===== src/rtl/parking_sensor_debounce.sv =====
// Per-channel two-flop synchronizer, debounce counter and sticky change events for
// the parking-lot sensor lines, plus a registered count of occupied bays.
module parking_sensor_debounce #(
  parameter int N_CH      = 32,
  parameter int CNT_W     = 16,
  parameter int DB_CYCLES = 1000,
  parameter int OCC_W     = 6
) (
  input  logic              clk,
  input  logic              rst,
  input  logic [N_CH-1:0]   sensor_raw,
  output logic [N_CH-1:0]   gpio_stable,
  output logic [N_CH-1:0]   event_pending,
  output logic              event_any,
  input  logic              event_clr_en,
  input  logic [N_CH-1:0]   event_clr,
  output logic [OCC_W-1:0]  occupancy
);

  localparam logic [CNT_W-1:0] TERM_CNT = CNT_W'(DB_CYCLES - 1);

  logic [N_CH-1:0]  s1_q, s1_d;
  logic [N_CH-1:0]  s2_q, s2_d;
  logic [N_CH-1:0]  stable_q, stable_d;
  logic [N_CH-1:0]  pend_q, pend_d;
  logic [N_CH-1:0]  flip;
  logic [N_CH-1:0]  clr_mask;
  logic [CNT_W-1:0] cnt_q [N_CH];
  logic [CNT_W-1:0] cnt_d [N_CH];
  logic [OCC_W-1:0] occ_q, occ_d;

  always_comb begin
    s1_d     = sensor_raw;
    s2_d     = s1_q;
    stable_d = stable_q;
    occ_d    = '0;
    for (int i = 0; i < N_CH; i++) begin
      cnt_d[i] = '0;
      // Any sample agreeing with the stable value restarts the count.
      if (s2_q[i] != stable_q[i]) begin
        if (cnt_q[i] == TERM_CNT) begin
          stable_d[i] = s2_q[i];
        end else begin
          cnt_d[i] = cnt_q[i] + CNT_W'(1);
        end
      end
    end
    flip     = stable_d ^ stable_q;
    clr_mask = event_clr_en ? event_clr : '0;
    // Set is OR-ed in after the clear so a same-edge set wins.
    pend_d   = (pend_q & ~clr_mask) | flip;
    for (int i = 0; i < N_CH; i++) begin
      occ_d = occ_d + OCC_W'(stable_q[i]);
    end
  end

  always_ff @(posedge clk) begin
    if (rst) begin
      s1_q     <= '0;
      s2_q     <= '0;
      stable_q <= '0;
      pend_q   <= '0;
      occ_q    <= '0;
      for (int i = 0; i < N_CH; i++) begin
        cnt_q[i] <= '0;
      end
    end else begin
      s1_q     <= s1_d;
      s2_q     <= s2_d;
      stable_q <= stable_d;
      pend_q   <= pend_d;
      occ_q    <= occ_d;
      for (int i = 0; i < N_CH; i++) begin
        cnt_q[i] <= cnt_d[i];
      end
    end
  end

  assign gpio_stable   = stable_q;
  assign event_pending = pend_q;
  assign event_any     = |pend_q;
  assign occupancy     = occ_q;

endmodule


===== config.mk =====
export PLATFORM = sky130hd
export DESIGN_NAME = parking_sensor_debounce
export DESIGN_NICKNAME = d
export VERILOG_FILES = /design/src/rtl/parking_sensor_debounce.sv
export SDC_FILE = /design/constraint.sdc
export NUM_CORES = 1
export LEC_CHECK = 0
export ABC_AREA = 1
export CORE_UTILIZATION = 55
export DETAILED_ROUTE_END_ITERATION = 7
export PLACE_DENSITY = 0.71
export SLEW_MARGIN = 15
export SYNTH_ARGS = -nofsm -noshare
export SYNTH_HDL_FRONTEND = slang
export SYNTH_SLANG_ARGS = --single-unit

===== constraint.sdc =====
create_clock -name clk -period 12.8 [get_ports clk]
set_input_delay 2.56 -clock clk [delete_from_list [all_inputs] [get_ports clk]]
set_output_delay 2.56 -clock clk [all_outputs]
set_load 0.01 [all_outputs]

After elaboration in Yosys (flattened, before gate mapping)
Memory sizes are Yosys's and may differ from the RTL's. Index checks and enable logic that the tools add are counted.

Memory bits (writable): 512. Register bits after elaboration: 134. Logic and storage cells: 334. Bits of input ports: 67. Output and inout port bits: 71. Memories: 1.

Memory list: cnt_q (words 32, width 16, read ports 32, clocked after Yosys merged registers in 0, write ports 32, RTL line 28) `logic [CNT_W-1:0] cnt_q [N_CH];`.

$add $sub $neg: 63. Reduce and logical (&&, ||, !) cells: 1. Bitwise operators: 36. Muxes and demuxes: 164. Equality and inequality tests: 64.

Operators with widths (count): $mux W16 (96); $add A16 B1 Y16 const B (32); $eq A16 B10 Y1 const B (32); $add A6 B1 Y6 (26); $mux W1 (67); $and A32 B32 Y32 (1); $mux W32 (1); $ne A1 B1 Y1 (32); $not A32 Y32 (1); $or A1 B1 Y1 (32); $or A32 B32 Y32 (1); $reduce_or A32 Y1 (1); $xor A32 B32 Y32 (1); $add A5 B1 Y6 (1); $add A4 B1 Y5 (1); $add A3 B1 Y4 (1); $add A2 B1 Y3 (1); $add A1 B1 Y2 (1).

Depth between registers and ports, before layout
Gate-level depths: netlist (run 1).

Word-level depth: 31. Depth in mapped cells: 18. Gate-level depth less buffers: 18.

Least setup slack after synthesis (run 1)
OpenSTA, ideal clock, no wires.

Path kind: register to register. From: register stable_q[5] (netlist: gpio_stable[5]). To: register occ_q[4] (netlist: occupancy[4]). Buffers on the path: 0. Slack: 8204 ps. Library setup time: 70 ps. Stages on the path, launching flop included: 18. Data arrival time: 4526 ps. Cells stage by stage: dfxtp_1 -> inv_1 -> fa_1 -> inv_1 -> fa_1 -> fa_1 -> fa_1 -> fa_1 -> inv_1 -> fa_1 -> inv_1 -> ha_1 -> fa_1 -> nand2_1 -> nand2_1 -> a21oi_1 -> o21ai_0 -> a21oi_1.

Word-level cells in the longest chain between the ends: 27.

RTL lines: start, declared (RTL line 24) `logic [N_CH-1:0] stable_q, stable_d;`; start signal, assigned (RTL line 70) `stable_q <= stable_d;`; $add A5 B1 Y6 (RTL line 53) `occ_d = occ_d + OCC_W'(stable_q[i]);`; $add A6 B1 Y6 (26 in a row) (RTL line 53); end signal, assigned (RTL line 63) `occ_q <= '0;`; end signal, assigned (RTL line 72) `occ_q <= occ_d;`; end, declared (RTL line 30) `logic [OCC_W-1:0] occ_q, occ_d;`.

Every way passes these cells. A chain may end at the register's enable or synchronous reset.

Final worst setup path (run 1)
From: register pend_q[26] (netlist: event_pending[26]). To: output event_any.

Word-level cells in the longest chain between the ends: 1.

RTL lines: start, declared (RTL line 25) `logic [N_CH-1:0] pend_q, pend_d;`; start signal, assigned (RTL line 71) `pend_q <= pend_d;`; $reduce_or A32 Y1 (RTL line 81) `assign event_any = |pend_q;`; end, declared (RTL line 14) `output logic event_any,`.

Every way passes these cells.

==> insert_results.sql, run 1 <==
INSERT INTO impl_metrics (metric_group, metric, value, unit) VALUES
('synthesis', 'synth_area_per_cell', '7.018', 'µm²'),
('drt', 'ant_nets', '0', ''),
('cts', 'clkTransAtPathRegs', '0.06', 'ns'),
('synthesis', 'ys_top_cells_by_count', 'sky130_fd_sc_hd__nand2_1, sky130_fd_sc_hd__nor2_1, sky130_fd_sc_hd__dfxtp_1, sky130_fd_sc_hd__inv_1, sky130_fd_sc_hd__nand3_1', ''),
('floorplanning', 'dieArea', '0.05687', 'mm²'),
('synthesis', 'synth_cell_type_count', '37', ''),
('layout', 'area_delta_synth_final', '13.50', '%'),
('setup_path', 'reg2reg_setup_slack', '7.99', 'ns'),
('placed_design', 'post-dp-hpwl', '48080', 'µm'),
('hold_path', 'hp-start', 's1_q[19]', ''),
('hold_path', 'timing.hold.worst_endpoint', 's2_q[19]', ''),
('synthesis', 'synth_seq_cells', '646', ''),
('layout', 'multi_input_comb_area', '0.01547', 'mm²'),
('cts', 'cts.hold.buffers_added', '0', ''),
('layout', 'antenna_cells_inserted', '0', ''),
('drt', 'route.detailed.vias_per_inst', '4.963', ''),
('pwr', 'cellPowerDensity', '117.4', 'mW/mm²'),
('cts', 'clk_latency', '0.60', 'ns'),
('timing', 'setup_viol', '0', ''),
('timing', 'final_critical_path_required_period', '5.038', 'ns'),
('timing', 'worst_slew_pin_slew', '0.9144', 'ns'),
('setup_path', 'worst-path-max-fanout', '3', ''),
('global_routing', 'number_of_antenna_violations_at_the_first_check_in_global_routing', '0', ''),
('floorplanning', 'core_region_area', '0.05520', 'mm²'),
('placed_design', 'number_of_buffer_cells_added_on_primary_ports', '137', ''),
('setup_path', 'worstReg2RegEnd', 'occupancy[4]', ''),
('placed_design', 'gp_congestion', '0.8913', ''),
('setup_path', 'worst_ep_required_time', '10.24', 'ns'),
('floorplanning', 'starting_density_of_the_core', '0.5571', ''),
('setup_path', 'critPathCaptureType', 'primary output', ''),
('layout', 'nFillCells', '5052', ''),
('synthesis', 'synth_area_leaders', 'sky130_fd_sc_hd__dfxtp_1, sky130_fd_sc_hd__nand2_1, sky130_fd_sc_hd__nor2_1', ''),
('synthesis', 'proportion_of_synthesized_flip_flops_having_asynchronous_set_or_reset', '0', ''),
('drt', 'num_vias', '26467', ''),
('pwr', 'vdd_drop_max', '0.00009328', 'V'),
('drt', 'detail_route.iter0.violations', '1267', ''),
('floorplanning', 'rows', '86', ''),
('floorplanning', 'dieWidth', '238.5', 'µm'),
('synthesis', 'synthDominantCellAreaShare', '0.4205', ''),
('pwr', 'static-leakage-power', '11.96', 'nW'),
('cts', 'clock_sinks', '646', ''),
('hold_path', 'worst_hold_class', 'reg2reg', ''),
('cts', 'clock_tree_buf_depth', '3', ''),
('timing', 'timing.fmax', '0.1985', 'GHz'),
('cts', 'tritoncts_clock_tree', 'done', ''),
('drt', 'detailed_routing_iterations_pass_1', '5', ''),
('placed_design', 'detailedPlace.worstSlack', '7.996', 'ns'),
('synthesis', 'synth_flop_cell', 'sky130_fd_sc_hd__dfxtp_1', ''),
('synthesis', 'netlist_area', '0.03075', 'mm²'),
('timing', 'finalClockSkew', '0.02315', 'ns'),
('floorplanning', 'die_h', '238.5', 'µm'),
('setup_path', 'r2r_cells', '17', ''),
('cts', 'cts_htree_levels', '3', ''),
('global_routing', 'grt-ovfl-total', '0', ''),
('timing', 'final_hold_viol_count', '0', ''),
('timing', 'setup-tns-final', '0', 'ns'),
('layout', 'proportion_of_layout_cells_with_a_drive_suffix_above_1', '0.05474', ''),
('cts', 'cts_inserted_buffers', '69', ''),
('global_routing', 'grt_pass1_wl', '111300', 'µm'),
('hold_path', 'worst_hold_path.num_cells', '2', ''),
('synthesis', 'warnings_synthesis', '0', ''),
('job', 'max_cap_violations', '0', ''),
('outcome', 'run_status', 'completed', ''),
('cts', 'post-cts-setup-buffer-count', '0', ''),
('setup_path', 'critical_path_class', 'reg2out', ''),
('synthesis', 'synthCells', '4382', ''),
('timing', 'slew_headroom', '0.3904', ''),
('setup_path', 'r2r_start', 'gpio_stable[5]', ''),
('synthesis', 'yosys.cell_count.top_type', 'sky130_fd_sc_hd__nand2_1', ''),
('synthesis', 'synth.yosys.seq_area_share', '0.4205', ''),
('global_routing', 'groute.usage.overall', '0.2348', '');
cells by family (layout without fill, tap and decap cells):
family,after synthesis,after routing,share of synthesized area
flip-flops,646,646,0.4205
adder cells (fa/ha/maj),63,63,0.03149
buffers and inverters,565,768,0.07657
XOR/XNOR,181,181,0.05155
AND/OR/NAND/NOR,2598,2598,0.3637
AO/OA/AOI/OAI,329,329,0.05618
sequential cells by signal (all words and copies together) (netlist names):
| name | count |
|---|---|
| gpio_stable | 32 |
| s1_q | 32 |
| s2_q | 32 |
| event_pending | 32 |
| cnt_q | 512 |
| occupancy | 6 |
report_power, final:
part	switching (mW)	total (mW)	internal [mW]
sequential	0.00702	2.03	2.02
combinational	0.0417	0.0706	0.0289
clock	0.790	2.00	1.21
total	0.839	4.10	3.26
metal layers:
metal	vias to the layer above	part of all wire	global-route usage
li1	14127	-	-
met1	11853	0.48	0.3095
met2	378	0.45	0.3900
met3	109	0.045	0.04165
met4	0	0.026	0.07362
met5	-	0	0
worst max-delay path: stages (launching register included):
cell,delay [ns]
sky130_fd_sc_hd__dfxtp_1,0.36
sky130_fd_sc_hd__nor2_1,0.14
sky130_fd_sc_hd__nand4_1,0.30
sky130_fd_sc_hd__nor2_1,0.44
sky130_fd_sc_hd__nand4_1,0.14
sky130_fd_sc_hd__clkdlybuf4s50_1,0.51
worst max path at each step:
stage | from | endpoint | slack, ns
after floorplan | gpio_stable[5] | occupancy[4] | 8.20
after global placement | gpio_stable[5] | occupancy[4] | 8.06
after detailed placement | gpio_stable[5] | occupancy[4] | 8.00
after CTS | event_pending[21] | event_any | 7.82
after global routing | gpio_stable[5] | occupancy[4] | 7.67
final | event_pending[26] | event_any | 7.76
layout make-up:
class	instances	share of cell area
Clock inverter	20	0.007456
Sequential cell	646	0.3705
Clock buffer	96	0.05732
Multi-Input combinational cell	3171	0.4431
Inverter	512	0.05509
Tap cell	748	0.02681
Timing Repair Buffer	140	0.03972
per-stage QoR:
| step | hold WS, ns | instance area [µm²] | total power, mW |
|---|---|---|---|
| after floorplan | 0.3883 | 30750 | 2.114 |
| after global placement | 0.3892 | 32650 | 2.146 |
| after detailed placement | 0.3925 | 32650 | 2.146 |
| after CTS | 0.4003 | 34910 | 4.152 |
| after global routing | 0.4102 | 34910 | 4.241 |
| final | 0.3995 | 34910 | 4.098 |
placed cells by master, fill, tap and decap left out, types with 13 or more instances in the layout:
| cell | count |
|---|---|
| sky130_fd_sc_hd__a21oi_1 | 233 |
| sky130_fd_sc_hd__nand3_1 | 316 |
| sky130_fd_sc_hd__xor2_1 | 107 |
| sky130_fd_sc_hd__nor2_4 | 16 |
| sky130_fd_sc_hd__o21bai_1 | 21 |
| sky130_fd_sc_hd__fa_1 | 24 |
| sky130_fd_sc_hd__nor3_1 | 67 |
| sky130_fd_sc_hd__clkbuf_8 | 13 |
| sky130_fd_sc_hd__xnor2_1 | 74 |
| sky130_fd_sc_hd__clkdlybuf4s50_1 | 135 |
| sky130_fd_sc_hd__inv_2 | 13 |
| sky130_fd_sc_hd__nand4_1 | 127 |
| sky130_fd_sc_hd__or2_0 | 17 |
| sky130_fd_sc_hd__nor2_1 | 942 |
| sky130_fd_sc_hd__nand3b_1 | 33 |
| sky130_fd_sc_hd__o21ai_0 | 66 |
| sky130_fd_sc_hd__clkbuf_16 | 71 |
| sky130_fd_sc_hd__or2_2 | 16 |
| sky130_fd_sc_hd__nand2_2 | 41 |
| sky130_fd_sc_hd__ha_1 | 39 |
| sky130_fd_sc_hd__inv_1 | 498 |
| sky130_fd_sc_hd__nand2_1 | 963 |
| sky130_fd_sc_hd__dfxtp_1 | 646 |
| sky130_fd_sc_hd__nor2_2 | 36 |
Power figures use the tool's default switching activity.
==> inputs of run 2 (changes only) <==
--- a/config.mk
+++ b/config.mk
@@ -8,7 +8,7 @@
 export ABC_AREA = 1
 export CORE_UTILIZATION = 55
 export DETAILED_ROUTE_END_ITERATION = 7
-export PLACE_DENSITY = 0.71
+export PLACE_DENSITY = 0.73
 export SLEW_MARGIN = 15
 export SYNTH_ARGS = -nofsm -noshare
 export SYNTH_HDL_FRONTEND = slang
==> constraint.sdc (replaced) <==
create_clock -name clk -period 4.4 [get_ports clk]
set_input_delay 0.88 -clock clk [delete_from_list [all_inputs] [get_ports clk]]
set_output_delay 0.88 -clock clk [all_outputs]
set_load 0.01 [all_outputs]
==> run 2 against run 1 <==
Compared with the run above: the run now ends with negative setup slack left; cell area is 0.75% higher; hold slack worse by 0.0011 ns; clock skew is 0.0048 ns lower; critical path depth is 12 higher; non-clock buffer count is 24 higher; utilization is 0.47 points higher; critical endpoint is now occupancy[4]; largest cell class unchanged; setup slack worse by 7.9 ns; cell count is 0.58% higher; wire length is 3.5% higher.
==> insert_results.sql, run 2 (synthesis gave the netlist of run 1 again) <==
INSERT INTO impl_metrics (metric_group, metric, value, unit) VALUES
('pwr', 'power_switching_share', '0.2095', ''),
('layout', 'finalNetCount', '4695', ''),
('drt', 'num_vias', '26799', ''),
('drt', 'topRoutingLayerUsed', 'met4', ''),
('timing', 'worst_slew_pin_slew', '0.9820', 'ns'),
('pwr', 'seq_power_share', '0.493', ''),
('hold_path', 'worst_hold_class', 'reg2reg', ''),
('layout', 'proportion_of_layout_cells_with_a_drive_suffix_above_1', '0.06412', ''),
('setup_path', 'critical_path_arrival', '5.07', 'ns'),
('drt', 'ant_nets', '0', ''),
('setup_path', 'critPathTopFamily', 'adder cells', ''),
('pwr', 'internal_cell_power', '9.463', 'mW'),
('outcome', 'run_status', 'complete, but fails checks', ''),
('timing', 'final_critical_path_required_period', '4.545', 'ns'),
('drt', 'wl_met3', '3785', 'µm'),
('setup_path', 'path_buf_inv', '4', ''),
('global_routing', 'grt_pass1_vias', '24592', ''),
('drt', 'post-route-drc-count', '0', ''),
('setup_path', 'worst-path-max-fanout', '2', ''),
('placed_design', 'gp_congestion', '0.8864', ''),
('setup_path', 'worst_ep_required_time', '4.93', 'ns'),
('global_routing', 'grt-ovfl-total', '0', ''),
('timing', 'slew_headroom', '0.3453', ''),
('pwr', 'share_comb_of_total_power', '0.018', ''),
('drt', 'wl_met2', '29910', 'µm'),
('floorplanning', 'dieWidth', '238.5', 'µm'),
('cts', 'clk_latency', '0.60', 'ns'),
('layout', 'largest_reg_flops', '512', ''),
('floorplanning', 'die_h', '238.5', 'µm'),
('pwr', 'static-leakage-power', '12.12', 'nW'),
('cts', 'clkTransAtPathRegs', '0.06', 'ns'),
('cts', 'clock_tree_buf_depth', '3', ''),
('global_routing', 'groute.usage.overall', '0.2429', ''),
('floorplanning', 'rows', '86', ''),
('drt', 'route.detailed.vias_per_inst', '4.996', ''),
('global_routing', 'number_of_antenna_violations_at_the_first_check_in_global_routing', '0', ''),
('timing', 'timing.fmax', '0.2200', 'GHz'),
('cts', 'cts_htree_levels', '3', ''),
('drt', 'detail_route.iter0.violations', '1397', ''),
('setup_path', 'critPathCaptureType', 'flip-flop', ''),
('placed_design', 'detailedPlace.worstSlack', '-0.1767', 'ns'),
('drt', 'met1Wirelength', '32660', 'µm'),
('drt', 'detailed_routing_iterations_pass_1', '5', ''),
('timing', 'setup-tns-final', '-0.1971', 'ns'),
('setup_path', 'crit_cells', '17', ''),
('setup_path', 'critPathMostFrequentCell', 'sky130_fd_sc_hd__fa_1', ''),
('cts', 'cts.hold.buffers_added', '0', ''),
('pwr', 'cellPowerDensity', '340.4', 'mW/mm²'),
('layout', 'most_frequent_standard_cell_in_the_layout_excluding_fill_and_tap_cells', 'sky130_fd_sc_hd__nand2_1', ''),
('drt', 'wl_per_cell', '12.72', 'µm'),
('cts', 'clock_sinks', '646', ''),
('timing', 'setup_viol', '2', ''),
('setup_path', 'slowest_delay', '0.53', 'ns'),
('pwr', 'netSwitchingPower', '2.507', 'mW'),
('global_routing', 'largest_net_degree_at_the_start_of_global_routing', '94', ''),
('layout', 'area_delta_synth_final', '14.34', '%'),
('job', 'max_cap_violations', '0', ''),
('timing', 'finalClockSkew', '0.01833', 'ns'),
('outcome', 'violated_checks', 'negative setup slack', ''),
('timing', 'slew_violations', '0', ''),
('timing', 'finalCritPeriodShare', '1.033', ''),
('floorplanning', 'dieArea', '0.05687', 'mm²'),
('cts', 'clock-root-buffer', 'sky130_fd_sc_hd__clkbuf_16', ''),
('layout', 'fin_util', '0.6371', ''),
('layout', 'antenna_cells_inserted', '0', ''),
('drt', 'drt-total-wl', '68250', 'µm'),
('pwr', 'total_power', '11.97', 'mW'),
('timing', 'final_hold_viol_count', '0', ''),
('setup_path', 'critical_path_class', 'reg2reg', ''),
('layout', 'most_used_cells_in_the_layout_excluding_fill_and_tap_cells', 'sky130_fd_sc_hd__nand2_1, sky130_fd_sc_hd__nor2_1, sky130_fd_sc_hd__dfxtp_1', ''),
('setup_path', 'r2r_cells', '17', ''),
('pwr', 'clockPowerShare', '0.489', ''),
('layout', 'largest_register', 'cnt_q', ''),
('timing', 'rsz0062_at_grt', 'true', ''),
('global_routing', 'grt_pass1_wl', '114300', 'µm'),
('setup_path', 'timing.critical_path.from_type', 'flip-flop', ''),
('cts', 'cts_inserted_buffers', '70', ''),
('setup_path', 'reg2reg_setup_slack', '-0.14', 'ns'),
('timing', 'worst_setup_slack_after_layout', '-0.1447', 'ns'),
('layout', 'final_design_area_no_fill', '0.03517', 'mm²'),
('setup_path', 'critical_path.cell_chain', 'inv_2, fa_1, inv_1, fa_1, fa_1, fa_1, fa_1, inv_1, fa_1, inv_2, ha_4, fa_2, nand2_1, nand2_2, a21oi_2, o21ai_1, a21oi_1', ''),
('hold_path', 'worst_hold_path.num_cells', '2', ''),
('cts', 'tritoncts_clock_tree', 'done', ''),
('placed_design', 'placed_cell_area', '0.03284', 'mm²'),
('pwr', 'vdd_drop_max', '0.0002961', 'V'),
('floorplanning', 'core_region_area', '0.05520', 'mm²'),
('placed_design', 'number_of_buffer_cells_added_on_primary_ports', '137', ''),
('floorplanning', 'boundaryPins', '138', ''),
('floorplanning', 'starting_density_of_the_core', '0.5571', ''),
('setup_path', 'crit_slowest_cell', 'sky130_fd_sc_hd__fa_1', ''),
('placed_design', 'post-dp-hpwl', '49910', 'µm');
-- run 2: layer usage --
metal,vias to the layer above,track usage
met5,-,0
li1,14180,-
met2,440,0.3915
met1,12063,0.3241
met3,116,0.05125
met4,0,0.07809
-- run 2: layout make-up --
| cell class | count | area [µm²] |
|---|---|---|
| fillers | 5045 | 20030 |
| multi-input cells | 3171 | 15500 |
| flip-flops and latches | 646 | 12940 |
| clock buffers | 94 | 2006 |
| inverters | 512 | 1923 |
| repair buffers | 164 | 1583 |
| well taps | 748 | 935.9 |
| clock inverters | 29 | 280.3 |
-- run 2: metrics by stage --
stage,hold slack (ns),cells
2_1_floorplan,0.3883,4382
4_1_cts,0.3990,5363
3_5_place_dp,0.3947,5240
3_3_place_gp,0.3892,5240
6_report,0.3984,5364
5_1_grt,0.4110,5364
-- run 2: worst min-delay path: stages (launching register included) --
cell and delay (ns):
sky130_fd_sc_hd__dfxtp_1 0.29, sky130_fd_sc_hd__inv_1 0.04, sky130_fd_sc_hd__nor2_1 0.03
-- run 2: path summary, 6_finish.rpt --
path                                      from      endpoint
worst max-delay path            gpio_stable[5]  occupancy[4]
worst max register to register  gpio_stable[5]  occupancy[4]
worst min-delay path                  s1_q[21]      s2_q[21]
worst min register to register        s1_q[21]      s2_q[21]
-- run 2: power by group through the flow --
stage / Clock, mW / Combinational [mW] / Sequential, mW
global route: 6.23 / 0.237 / 5.91
global placement: 0 / 0.216 / 6.03
detailed placement: 0 / 0.216 / 6.04
CTS: 5.98 / 0.218 / 5.91
finish: 5.85 / 0.214 / 5.91
floorplan: 0 / 0.120 / 6.03
-- run 2: repair_timing --
action / CTS / global route
gates resized for setup: 4 / 8
cloned: 0 / 0
pin swaps: 1 / 4
buffers inserted: 0 / 1
endpoints found under the hold margin: 0 / 0
setup endpoints to repair: 2 / 5
